**config.mk**
```make
export PLATFORM = sky130hd
export DESIGN_NAME = sub16_seq_flat
export DESIGN_NICKNAME = d
export VERILOG_FILES = /design/src/rtl/sub16_seq_if.sv /design/src/rtl/sub16_seq.sv /design/src/flat_wrapper.sv
export SDC_FILE = /design/constraint.sdc
export NUM_CORES = 1
export LEC_CHECK = 0
export BUFFER_PORTS_ARGS = -buffer_cell sky130_fd_sc_hd__buf_2
export CORE_UTILIZATION = 50
export DETAILED_ROUTE_END_ITERATION = 6
export GPL_TIMING_DRIVEN = 0
export HOLD_SLACK_MARGIN = 0.08
export PLACE_DENSITY = 0.72
export SLEW_MARGIN = 20
export SYNTH_ARGS = -nofsm -noshare
export SYNTH_HDL_FRONTEND = slang
export SYNTH_SLANG_ARGS = --single-unit
```
**constraint.sdc**
```tcl
create_clock -name clk -period 4.9 [get_ports clk]
set_input_delay 0.735 -clock clk [delete_from_list [all_inputs] [get_ports clk]]
set_output_delay 0.735 -clock clk [all_outputs]
set_load 0.03 [all_outputs]
```
**src/rtl/sub16_seq_if.sv**
```systemverilog
// Start/busy/done bus for the sliced sequential subtractor sub16_seq.
// Optional ovf signal is present only when SUB16_SEQ_OVF_EN is defined.
interface sub16_seq_if #(
    parameter int W = 16
);
    // start is accepted on a rising edge where busy==0; a/b/bi are sampled only on
    // that edge; done pulses for one cycle with d/bo (and ovf) updated in the same cycle.
    logic         start;
    logic [W-1:0] a;
    logic [W-1:0] b;
    logic         bi;
    logic [W-1:0] d;
    logic         bo;
    logic         busy;
    logic         done;
    logic [1:0]   fsm_state;
`ifdef SUB16_SEQ_OVF_EN
    logic         ovf;

    modport master (output start, a, b, bi, input d, bo, busy, done, fsm_state, ovf);
    modport slave  (input start, a, b, bi, output d, bo, busy, done, fsm_state, ovf);
`else
    modport master (output start, a, b, bi, input d, bo, busy, done, fsm_state);
    modport slave  (input start, a, b, bi, output d, bo, busy, done, fsm_state);
`endif
endinterface

```
**src/rtl/sub16_seq.sv**
```systemverilog
// Multi-cycle borrow-select subtractor: d = a - b - bi, one SLICE-bit slice per clock, LSB first.
// Optional signed-overflow output ovf is enabled by defining SUB16_SEQ_OVF_EN.
module sub16_seq #(
    parameter int W     = 16,
    parameter int SLICE = 4
) (
    input  logic      clk,
    input  logic      rst,
    sub16_seq_if.slave bus
);
    localparam int N  = W / SLICE;
    localparam int CW = (N > 1) ? $clog2(N) : 1;

    typedef enum logic [1:0] {
        IDLE = 2'd0,
        RUN  = 2'd1,
        DONE = 2'd2
    } state_t;

    state_t         state_q, state_d;
    logic           load, step;
    logic [W-1:0]   a_q, b_q, acc_q, d_q;
    logic           borrow_q, bo_q;
    logic [CW-1:0]  cnt_q;
    logic           last;
    logic [SLICE:0] cand0, cand1, sel;
    logic [W-1:0]   acc_next;

    // Both borrow-in candidates are formed every cycle; the registered borrow picks one.
    assign last     = (cnt_q == CW'(N - 1));
    assign cand0    = {1'b0, a_q[SLICE-1:0]} - {1'b0, b_q[SLICE-1:0]};
    assign cand1    = cand0 - (SLICE+1)'(1);
    assign sel      = borrow_q ? cand1 : cand0;
    assign acc_next = W'({sel[SLICE-1:0], acc_q} >> SLICE);

    always_ff @(posedge clk) begin
        if (rst) state_q <= IDLE;
        else     state_q <= state_d;
    end

    always_comb begin
        state_d = state_q;
        load    = 1'b0;
        step    = 1'b0;
        case (state_q)
            IDLE: begin
                if (bus.start) begin
                    load    = 1'b1;
                    state_d = RUN;
                end
            end
            RUN: begin
                step = 1'b1;
                if (last) state_d = DONE;
            end
            DONE: begin
                if (bus.start) begin
                    load    = 1'b1;
                    state_d = RUN;
                end else begin
                    state_d = IDLE;
                end
            end
            default: state_d = IDLE;
        endcase
    end

`ifdef SUB16_SEQ_OVF_EN
    logic a_msb_q, b_msb_q, ovf_q;
`endif

    always_ff @(posedge clk) begin
        if (rst) begin
            a_q      <= '0;
            b_q      <= '0;
            acc_q    <= '0;
            d_q      <= '0;
            borrow_q <= 1'b0;
            bo_q     <= 1'b0;
            cnt_q    <= '0;
`ifdef SUB16_SEQ_OVF_EN
            a_msb_q  <= 1'b0;
            b_msb_q  <= 1'b0;
            ovf_q    <= 1'b0;
`endif
        end else if (load) begin
            a_q      <= bus.a;
            b_q      <= bus.b;
            borrow_q <= bus.bi;
            acc_q    <= '0;
            cnt_q    <= '0;
`ifdef SUB16_SEQ_OVF_EN
            a_msb_q  <= bus.a[W-1];
            b_msb_q  <= bus.b[W-1];
`endif
        end else if (step) begin
            a_q      <= a_q >> SLICE;
            b_q      <= b_q >> SLICE;
            borrow_q <= sel[SLICE];
            acc_q    <= acc_next;
            cnt_q    <= cnt_q + CW'(1);
            // Result registers move only on the final slice, so partial sums never reach d.
            if (last) begin
                d_q  <= acc_next;
                bo_q <= sel[SLICE];
`ifdef SUB16_SEQ_OVF_EN
                ovf_q <= (a_msb_q != b_msb_q) && (acc_next[W-1] != a_msb_q);
`endif
            end
        end
    end

    assign bus.d         = d_q;
    assign bus.bo        = bo_q;
    assign bus.busy      = (state_q == RUN);
    assign bus.done      = (state_q == DONE);
    assign bus.fsm_state = state_q;
`ifdef SUB16_SEQ_OVF_EN
    assign bus.ovf       = ovf_q;
`endif
endmodule
```
**src/flat_wrapper.sv**
```systemverilog
// flat-port wrapper written by rule: the top's interface ports become plain ports
module sub16_seq_flat 
#(
    parameter int W     = 16,
    parameter int SLICE = 4
)
  (clk, rst, bus_start, bus_a, bus_b, bus_bi, bus_d, bus_bo, bus_busy, bus_done, bus_fsm_state);
  sub16_seq_if #(.W(W)) bus_i ();
  input  logic clk;
  input  logic rst;
  input wire logic [$bits(bus_i.start)-1:0] bus_start;
  input wire logic [$bits(bus_i.a)-1:0] bus_a;
  input wire logic [$bits(bus_i.b)-1:0] bus_b;
  input wire logic [$bits(bus_i.bi)-1:0] bus_bi;
  output wire logic [$bits(bus_i.d)-1:0] bus_d;
  output wire logic [$bits(bus_i.bo)-1:0] bus_bo;
  output wire logic [$bits(bus_i.busy)-1:0] bus_busy;
  output wire logic [$bits(bus_i.done)-1:0] bus_done;
  output wire logic [$bits(bus_i.fsm_state)-1:0] bus_fsm_state;
  assign bus_i.start = bus_start;
  assign bus_i.a = bus_a;
  assign bus_i.b = bus_b;
  assign bus_i.bi = bus_bi;
  assign bus_d = bus_i.d;
  assign bus_bo = bus_i.bo;
  assign bus_busy = bus_i.busy;
  assign bus_done = bus_i.done;
  assign bus_fsm_state = bus_i.fsm_state;
  sub16_seq #(.W(W), .SLICE(SLICE)) u_core (.clk(clk), .rst(rst), .bus(bus_i));
endmodule
```
==> impl.org, run 1 <==
** Clocking
- Clk_lat worst skew :: 0.35 ns
- In this run, post-CTS repair resized a total of 0 instances.
- The root buffer cell chosen for the clock tree is sky130_fd_sc_hd__clkbuf_8.
- Clock-pin slew was measured on the worst setup and hold paths at 0.08 ns.
- For this design, the sink count on the clock tree is 66.
- Total setup buffers inserted after CTS :: 0
- Clock tree from TritonCTS :: done
- Buffers from clock root to sink, at most :: 2
- The H-tree generated during clock tree synthesis spans 3 levels.
- TritonCTS created 9 clock buffers.
- Post-cts hold buffer count :: 0

** Layout
- Area of combinational cells with multiple inputs :: 1190 um^2
- 0 antenna diodes ended up in the layout.
- Area used by sequential logic in the layout :: 1320 um^2
- At the end of the flow the core is filled with cells to 64.0%.
- Cells with a size suffix above 1 make up 20.3% of the layout.
- Area added between synthesis and finish :: 23.1%
- Count of nets after finishing :: 423
- Counting the fill cells in the layout gives 471.
- After routing the design area is 3270 um^2.
- Most frequent cells in the layout :: sky130_fd_sc_hd__nand2_1, sky130_fd_sc_hd__dfxtp_1, sky130_fd_sc_hd__buf_2
- Commonest non-fill, non-tap cell in the layout :: sky130_fd_sc_hd__nand2_1

** Setup path
- The critical path contains buffers and inverters numbering 5 combined.
- The most numerous cell type found on the critical path is sky130_fd_sc_hd__clkbuf_1.
- Startpoint-to-endpoint class of the critical path :: reg -> out
- Cell-by-cell trace of the critical path :: nand2b_1, clkbuf_1, inv_1, clkbuf_8, clkbuf_1, buf_2
- On the worst path, the slowest cell contributes a delay of 0.41 ns.
- Arr. time, crit path :: 2.06 ns
- Endpoint class of the critical path :: output pin
- Data on the critical path is required at its endpoint by 4.16 ns.
- Setup slack of the most critical reg-to-reg path :: 2.44 ns
- Largest delay share family, worst path :: buffers and inverters
- STA classifies the critical path startpoint as a flop.
- Critical path fanouts, max :: 10
- Cell with the largest stage delay on the worst path :: sky130_fd_sc_hd__dfxtp_1

** Placement
- After detailed placement, the total cell area comes to 3020 um^2.
- Port bufs :: 55
- Place WS :: 2.45 ns
- The HPWL after detailed placement is 4440 um.
- At the end of routability-driven placement, the weighted congestion stood at 0.786.

** Floorplanning
- Once the floorplan was initialized, standard cells occupied 52.0% of the core.
- Number of top-level design ports :: 57
- Core region area :: 5110 um^2
- Die Ht :: 74.9 um
- Die W :: 74.9 um
- Die Footprint :: 5610 um^2
- Row count :: 26

** Global route
- Wire length of the first global-routing pass :: 10,200 um
- Number of global-route vias before repair :: 2,219
- Routing usage on met1 :: 31.6%
- The initial antenna violation count is 0.
- After global routing, the most crowded layer is met2.
- Largest net degree at the start of global routing :: 13
- For met2 alone, demand over resource in global routing was 39.2%.
- Global router's overall resource usage :: 25.0%
- Global routing finished with a remaining overflow of 0.
- Met3 usage in global routing :: 6.43%

** Power and ir drop
- The clock network accounts for 42.4% of the total power.
- Switch share :: 25.8%
- Relative contribution of combinational cells to total power :: 14.3%
- The internal power of the cells totals 0.991 mW.
- Sequential cells account for 43.3% of the total power.
- For this design the total switching power over the nets is 0.344 mW.
- Across the VDD grid, the largest voltage drop is 0.296 mV.
- Summed over all cells, the static leakage comes to 1.30 nW.
- Power spread over the standard cell area amounts to 408 nW/um^2.

** Timing
- Hold WS :: 0.453 ns
- Measured against its own limit, the worst slew margin works out to 64.9%.
- After layout, the minimum clock period comes to 2.80 ns.
- Setup TNS Final :: 0 ns
- Setup violations remaining at the end of the flow were counted as 0.
- Least-Margin Pin Slew :: 0.526 ns
- Max Clock Freq :: 358 MHz
- Slew Limit Fails :: 0
- Final Hold Violating Endpoints :: 0
- Dividing the final minimum period by the clock period gives 57.1%.
- For the final database, setup skew stands at 0.00787 ns.
- Setup repair after global routing left no endpoint under its margin.
- Worst Setup Slack, final :: 2.10 ns

** Synthesis
- Primary FF master, synth :: sky130_fd_sc_hd__dfxtp_1
- Number of synthesized flops with an enable pin :: 0
- Sorting the synthesized cells by area gives the leading types as sky130_fd_sc_hd__dfxtp_1, sky130_fd_sc_hd__nand2_1, sky130_fd_sc_hd__a21oi_1, sky130_fd_sc_hd__a22oi_1, sky130_fd_sc_hd__nor2_1.
- Netlist area before placement :: 2660 um^2
- Unique cell type count in the Yosys netlist :: 27
- Proportion of synthesized flip-flops having asynchronous set or reset :: 0%
- The number of nets in the synthesized netlist is 357.
- Total number of yosys warnings :: 0
- Share of Yosys cell area claimed by the top area cell type :: 49.7%
- Largest area contributor in the synthesized netlist :: sky130_fd_sc_hd__dfxtp_1
- Register bit count reported by yosys :: 66
- Gate count after technology mapping :: 314
- Portion of the post-synthesis area used by sequential elements :: 49.7%
- In this run the mean area of a mapped cell was 8.46 um^2.

** Drt
- After the first detailed-routing iteration, the DRC count stood at 114.
- For this run, the detailed router's first-pass iteration total came to 5.
- DRT antenna net count :: 0
- Post-DR vias/cell :: 5.18
- Final wirelength :: 6300 um
- Total vias in the final route :: 2,359
- Dividing the detail-routed wire length by the instance count gives 13.8 um.
- After detailed routing, the number of remaining DRC violations is 0.

** Flow run
- The tool flagged a number of max-cap violations equal to 0.

** Worst hold path
- Class of the tightest hold or removal check :: reg -> reg

** Outcome
- The run finished with clean final reports.
tightest hold or removal path: stages, from the launching register on:
cell and delay (ns):
sky130_fd_sc_hd__dfxtp_1 0.31, sky130_fd_sc_hd__nand2_1 0.05, sky130_fd_sc_hd__a21oi_1 0.05
logic make-up (layout without fill, tap and decap cells):
group                      after synthesis  after routing  synth area share, %
and+or+nand+nor                        121            121                 18.5
AOI/OAI and AO/OA                       79             79                 18.9
DFF                                     66             66                 49.7
buffers and inverters                   31            102                 5.56
adders and majority gates                7              7                 3.58
xor gates and xnor gates                 7              7                 2.59
muxes                                    3              3                 1.13
sequential cells by signal, summed over array words and instances, names as in the netlist:
| signal | count |
|---|---|
| u_core.cnt_q | 2 |
| u_core.b_q | 16 |
| u_core.bus.fsm_state | 2 |
| u_core.a_q | 16 |
| u_core.borrow_q | 1 |
| u_core.acc_q | 12 |
| u_core.bus.d | 16 |
| u_core.bus.bo | 1 |
area by class of cell:
cell class | count | share of cell area [%]
Sequential cell | 66 | 40.4
Multi-Input combinational cell | 217 | 36.3
Timing Repair Buffer | 55 | 8.42
Clock buffer | 10 | 4.21
Buffer | 24 | 3.71
Clock inverter | 6 | 3.48
Tap cell | 70 | 2.68
Inverter | 7 | 0.803
per-stage QoR:
| stage | instances | total power, mW |
|---|---|---|
| floorplan | 314 | 0.723 |
| global placement | 439 | 0.774 |
| detailed placement | 439 | 0.778 |
| CTS | 455 | 1.34 |
| global route | 455 | 1.39 |
| finish | 455 | 1.34 |
routing by layer:
| metal | up-vias | share of wire (%) |
|---|---|---|
| met5 | - | 0 |
| met4 | 0 | 2.3 |
| met3 | 13 | 4.6 |
| met2 | 68 | 47 |
| met1 | 1076 | 47 |
| li1 | 1202 | - |
power by group through the flow:
stage	sequential, mW	clock (mW)	combinational [mW]
after floorplan	0.587	0	0.136
after global placement	0.589	0	0.185
after detailed placement	0.590	0	0.188
after CTS	0.578	0.571	0.191
after global routing	0.580	0.595	0.212
final	0.578	0.567	0.191
synthesized netlist by cell type (2+ instances only):
master,instances
sky130_fd_sc_hd__mux2i_1,3
sky130_fd_sc_hd__ha_1,6
sky130_fd_sc_hd__clkbuf_8,3
sky130_fd_sc_hd__nor3_1,6
sky130_fd_sc_hd__a22oi_1,18
sky130_fd_sc_hd__clkbuf_1,19
sky130_fd_sc_hd__nand4_1,2
sky130_fd_sc_hd__o22ai_1,8
sky130_fd_sc_hd__dfxtp_1,66
sky130_fd_sc_hd__inv_1,7
sky130_fd_sc_hd__a211oi_1,8
sky130_fd_sc_hd__xnor2_1,6
sky130_fd_sc_hd__nand2b_1,3
sky130_fd_sc_hd__nor2b_1,2
sky130_fd_sc_hd__a311oi_1,5
sky130_fd_sc_hd__a21oi_1,38
sky130_fd_sc_hd__nor2_1,30
sky130_fd_sc_hd__nand2_1,75
worst paths after layout:
kind	start	to	depth (start not counted)
worst min-delay path	u_core.bus.d[2]	u_core.bus.d[2]	2
worst max register to register	u_core.a_q[0]	u_core.borrow_q	9
worst max-delay path	u_core.bus.fsm_state[0]	bus_busy	6
worst min register to register	u_core.bus.d[2]	u_core.bus.d[2]	2
(Power assumes the default switching activity.)
==> inputs of run 2 (changes only) <==
--- a/config.mk
+++ b/config.mk
@@ -5,6 +5,7 @@
 export SDC_FILE = /design/constraint.sdc
 export NUM_CORES = 1
 export LEC_CHECK = 0
+export ABC_AREA = 1
 export BUFFER_PORTS_ARGS = -buffer_cell sky130_fd_sc_hd__buf_2
 export CORE_UTILIZATION = 50
 export DETAILED_ROUTE_END_ITERATION = 6
==> constraint.sdc (replaced) <==
create_clock -name clk -period 2.7 [get_ports clk]
set_input_delay 0.405 -clock clk [delete_from_list [all_inputs] [get_ports clk]]
set_output_delay 0.405 -clock clk [all_outputs]
set_load 0.03 [all_outputs]
==> run 2 against run 1 <==
Net effect:
- cell count up 9.7%
- largest power group unchanged
- synthesized cell count increased by 14%
- non-clock buffer count decreased by 6
- worst hold slack lost 0.14 ns
- die area rose by 3.3%
==> impl.org, run 2 <==
** Setup path
- For the worst setup path, the data arrival time is 2.26 ns.
- Cell with the largest stage delay on the worst path :: sky130_fd_sc_hd__fa_1
- In this run the critical register-to-register path is captured at u_core.borrow_q.
- Traced cell by cell, the critical path runs through inv_1, ha_1, fa_1, ha_1, nand2_1, nor2_1, nand3_1, nand2_1, nand2_1, nand2_1, nand2_1, a21oi_1.
- The worst setup path is launched from a flop.
- Data required time of the worst path :: 2.97 ns
- Depth of the worst register-to-register path :: 12
- CP max stage delay :: 0.53 ns
- Counting stages on the worst path, the most repeated cell is sky130_fd_sc_hd__nand2_1.
- Crit path depth :: 12
- The startpoint identified for the worst register-to-register timing path is u_core.a_q[0].
- Largest delay share family, worst path :: adder cells
- Setup slack of the most critical reg-to-reg path :: 0.71 ns
- The worst setup path is captured at a flop.
- Along the worst path, the maximum fanout reaches 3.
- The worst setup path is of the reg -> reg kind.
- CP Buf/Inv Count :: 1

** Global route
- Global router's overall resource usage :: 24.4%
- Remaining global-route overflow :: 0
- Entering global routing, the biggest net connects 11 pins.
- Number of antenna violations at the first check in global routing :: 0
- The via count of the first global-routing pass is 2,347.
- Wire length of the first global-routing pass :: 11,100 um

** Timing
- Worst Setup Slack, final :: 0.707 ns
- Final period util :: 73.8%
- At the pin with the least slew margin, the transition time is 0.539 ns.
- Slew Limit Fails :: 0
- Final Hold Violating Endpoints :: 0
- The clock period could shrink to 1.99 ns.
- Measured against its own limit, the worst slew margin works out to 64.1%.
- Based on the critical path, the design can be clocked at up to 502 MHz.
- Setup repair after global routing missed its margin :: no
- On the final layout, the worst clock skew is 0.00919 ns.
- Final setup vio count :: 0
- Hold is met by 0.312 ns.
- Setup TNS Final :: 0 ns

** Clocking
- The number of setup buffers added after CTS is 0.
- Buffers inserted to repair hold after CTS numbered 0.
- Clock root buffer :: sky130_fd_sc_hd__clkbuf_8
- Buffers from clock root to sink, at most :: 2
- Clk_lat worst skew :: 0.33 ns
- # clock sinks :: 66
- CTS Buf Count :: 9
- The clock tree synthesis step divided the H-tree into 3 levels.
- Clk pin slew, worst setup/hold paths :: 0.07 ns
- In this run, post-CTS repair resized a total of 0 instances.
- TritonCTS built the clock tree.

** Outcome
- Outcome :: finished, final reports clean

** Power and ir drop
- The internal portion of the total power is 1.56 mW.
- Dividing total power by cell area gives a power density of 656 nW/um^2.
- In this run, the combinational gates consume 15.9% of the power.
- Switch Pwr :: 0.596 mW
- Of the total power, the share spent switching nets is 27.6%.
- Power share of the clock group :: 35.4%
- VDD sags by at most 0.306 mV.
- The analysis attributes to cell leakage a power of 1.48 nW.
- Sequential cells account for 48.7% of the total power.

** Layout
- Leaving out fill and tap cells, the most frequent cell in the layout is sky130_fd_sc_hd__nand2_1.
- Once layout is complete, the cells apart from fillers number 499.
- Final core utilization :: 63.2%
- Counting the fill cells in the layout gives 518.
- Most frequent cells in the layout :: sky130_fd_sc_hd__nand2_1, sky130_fd_sc_hd__dfxtp_1, sky130_fd_sc_hd__buf_2
- Antenna fix cells :: 0
- Relative to the synthesized area, the layout overhead comes to 19.9%.
- The final layout contains 467 nets.
- Fraction of final layout cells sized beyond drive strength 1 :: 21.4%

** Floorplanning
- Row generation in the floorplan step produced 26 rows.
- Core region area :: 5200 um^2
- Number of top-level design ports :: 57
- Die Ht :: 76.1 um
- The die covers 5790 um^2.
- From left edge to right edge, the die measures 76.1 um.
- Initial cell density of the core :: 52.7%

** Worst hold path
- Instance count along the most critical hold path :: 3
- Sink of the worst hold path :: u_core.b_q[14]
- Worst min-delay path startpoint :: bus_b[14]
- The worst hold path belongs to the class in -> reg.

** Flow run
- Max capacitance violation total :: 0

** Drt
- The routed layout has 2,459 vias.
- Post-DR vias/cell :: 4.93
- For this block, the initial DRC count from the detailed router was 102.
- Average routed wire per standard cell :: 12.8 um
- The count of nets left with antenna violations once routing finished came out at 0.
- DRC violations left :: 0
- The routed design has 6390 um of wire.
- Before antenna repair, the detailed router went through 4 iterations.

** Synthesis
- The synthesized netlist devotes 0.957% of its cell area to XOR and XNOR gates.
- Largest area contributor in the synthesized netlist :: sky130_fd_sc_hd__dfxtp_1
- Most area-consuming cells after synthesis :: sky130_fd_sc_hd__dfxtp_1, sky130_fd_sc_hd__nand2_1, sky130_fd_sc_hd__a21oi_1, sky130_fd_sc_hd__o21ai_0, sky130_fd_sc_hd__inv_1
- Share of Yosys cell area claimed by the top area cell type :: 48.1%
- sky130_fd_sc_hd__nand2_1 is the most common cell in the netlist.
- Gate count after technology mapping :: 358
- Netlist area before placement :: 2750 um^2
- Simple-gate share of the synthesized area :: 24.3%
- Most frequent cells after synthesis :: sky130_fd_sc_hd__nand2_1, sky130_fd_sc_hd__dfxtp_1, sky130_fd_sc_hd__a21oi_1, sky130_fd_sc_hd__o21ai_0, sky130_fd_sc_hd__inv_1
- Average size of a mapped cell :: 7.67 um^2
- Unique cell type count in the Yosys netlist :: 29
- For this run, the register share of the synthesized area comes to 48.1%.
- Yosys mapped a number of flops with a built-in enable equal to 0.
- Dominant combinational cell family by area after synthesis :: simple AND/OR/NAND/NOR gates
- The number of nets handed over by synthesis was 401.
- The synthesized netlist devotes 3.46% of its cell area to adder and majority cells.
- In the synthesized netlist the async set-or-reset flop fraction comes to 0%.
- Total number of yosys warnings :: 0
- In this run, synthesis produced a sequential element count of 66.
- Primary FF master, synth :: sky130_fd_sc_hd__dfxtp_1
- Share of cell area taken by muxes after synthesis :: 0.410%
- The synthesized netlist devotes 15.3% of its cell area to compound gates.

** Placement
- Routability-driven placement finished with a final weighted congestion of 0.815.
- Port bufs :: 55
- Once placement completed, the tool counted placed cells totaling 483.
- At the placement stage, the worst setup path has a slack of 0.709 ns.
- The HPWL after detailed placement is 4750 um.
[run 2: layer usage]
metal  up-vias  track usage, %  share of wire (%)
met5         -               0                  0
met4         0            10.8               0.70
met3         6            4.31                3.2
met2        46            38.5                 46
met1      1102            32.9                 50
li1       1305               -                  -
[run 2: cell type report]
| type | count | area, um^2 | share of cell area [%] |
|---|---|---|---|
| clock inverter | 1 | 7.51 | 0.228 |
| multi-input combinational | 246 | 1220 | 37.1 |
| sequential | 66 | 1320 | 40.1 |
| buffer | 18 | 96.3 | 2.93 |
| clock buffer | 15 | 176 | 5.36 |
| timing repair buffer | 55 | 275 | 8.36 |
| inverter | 28 | 108 | 3.27 |
| tap | 70 | 87.6 | 2.66 |
[run 2: logic make-up (layout without fill, tap and decap cells)]
group	Yosys count	count (layout)
DFF	66	66
buffers and inverters	46	117
xor gates and xnor gates	3	3
and+or+nand+nor	160	160
adders and majority gates	7	7
AOI/OAI and AO/OA	75	75
muxes	1	1
[run 2: worst reg2reg max path, stage by stage, from the launching register on]
cell	delay (ns)
sky130_fd_sc_hd__dfxtp_1	0.31
sky130_fd_sc_hd__inv_1	0.05
sky130_fd_sc_hd__ha_1	0.20
sky130_fd_sc_hd__fa_1	0.53
sky130_fd_sc_hd__ha_1	0.15
sky130_fd_sc_hd__nand2_1	0.07
sky130_fd_sc_hd__nor2_1	0.15
sky130_fd_sc_hd__nand3_1	0.09
sky130_fd_sc_hd__nand2_1	0.06
sky130_fd_sc_hd__nand2_1	0.08
sky130_fd_sc_hd__nand2_1	0.07
sky130_fd_sc_hd__nand2_1	0.04
sky130_fd_sc_hd__a21oi_1	0.11
[run 2: how the worst max path moves through the flow]
stage	from	endpoint	slack [ns]
floorplan	u_core.a_q[0]	u_core.borrow_q	0.88
global placement	u_core.a_q[0]	u_core.borrow_q	0.75
detailed placement	u_core.a_q[0]	u_core.borrow_q	0.71
CTS	u_core.a_q[0]	u_core.borrow_q	0.70
global route	u_core.a_q[0]	u_core.borrow_q	0.49
finish	u_core.a_q[0]	u_core.borrow_q	0.71
[run 2: through the flow]
| stage | power (mW) | cell area, um^2 |
|---|---|---|
| after detailed placement | 1.42 | 3110 |
| final | 2.16 | 3290 |
| after CTS | 2.17 | 3290 |
| after global routing | 2.27 | 3290 |
| after floorplan | 1.31 | 2750 |
| after global placement | 1.41 | 3110 |
[run 2: power groups by stage]
| stage | clock network [mW] | logic [mW] | registers [mW] |
|---|---|---|---|
| global placement | 0 | 0.335 | 1.07 |
| CTS | 0.776 | 0.344 | 1.05 |
| global route | 0.822 | 0.389 | 1.06 |
| detailed placement | 0 | 0.342 | 1.07 |
| floorplan | 0 | 0.245 | 1.07 |
| finish | 0.764 | 0.344 | 1.05 |
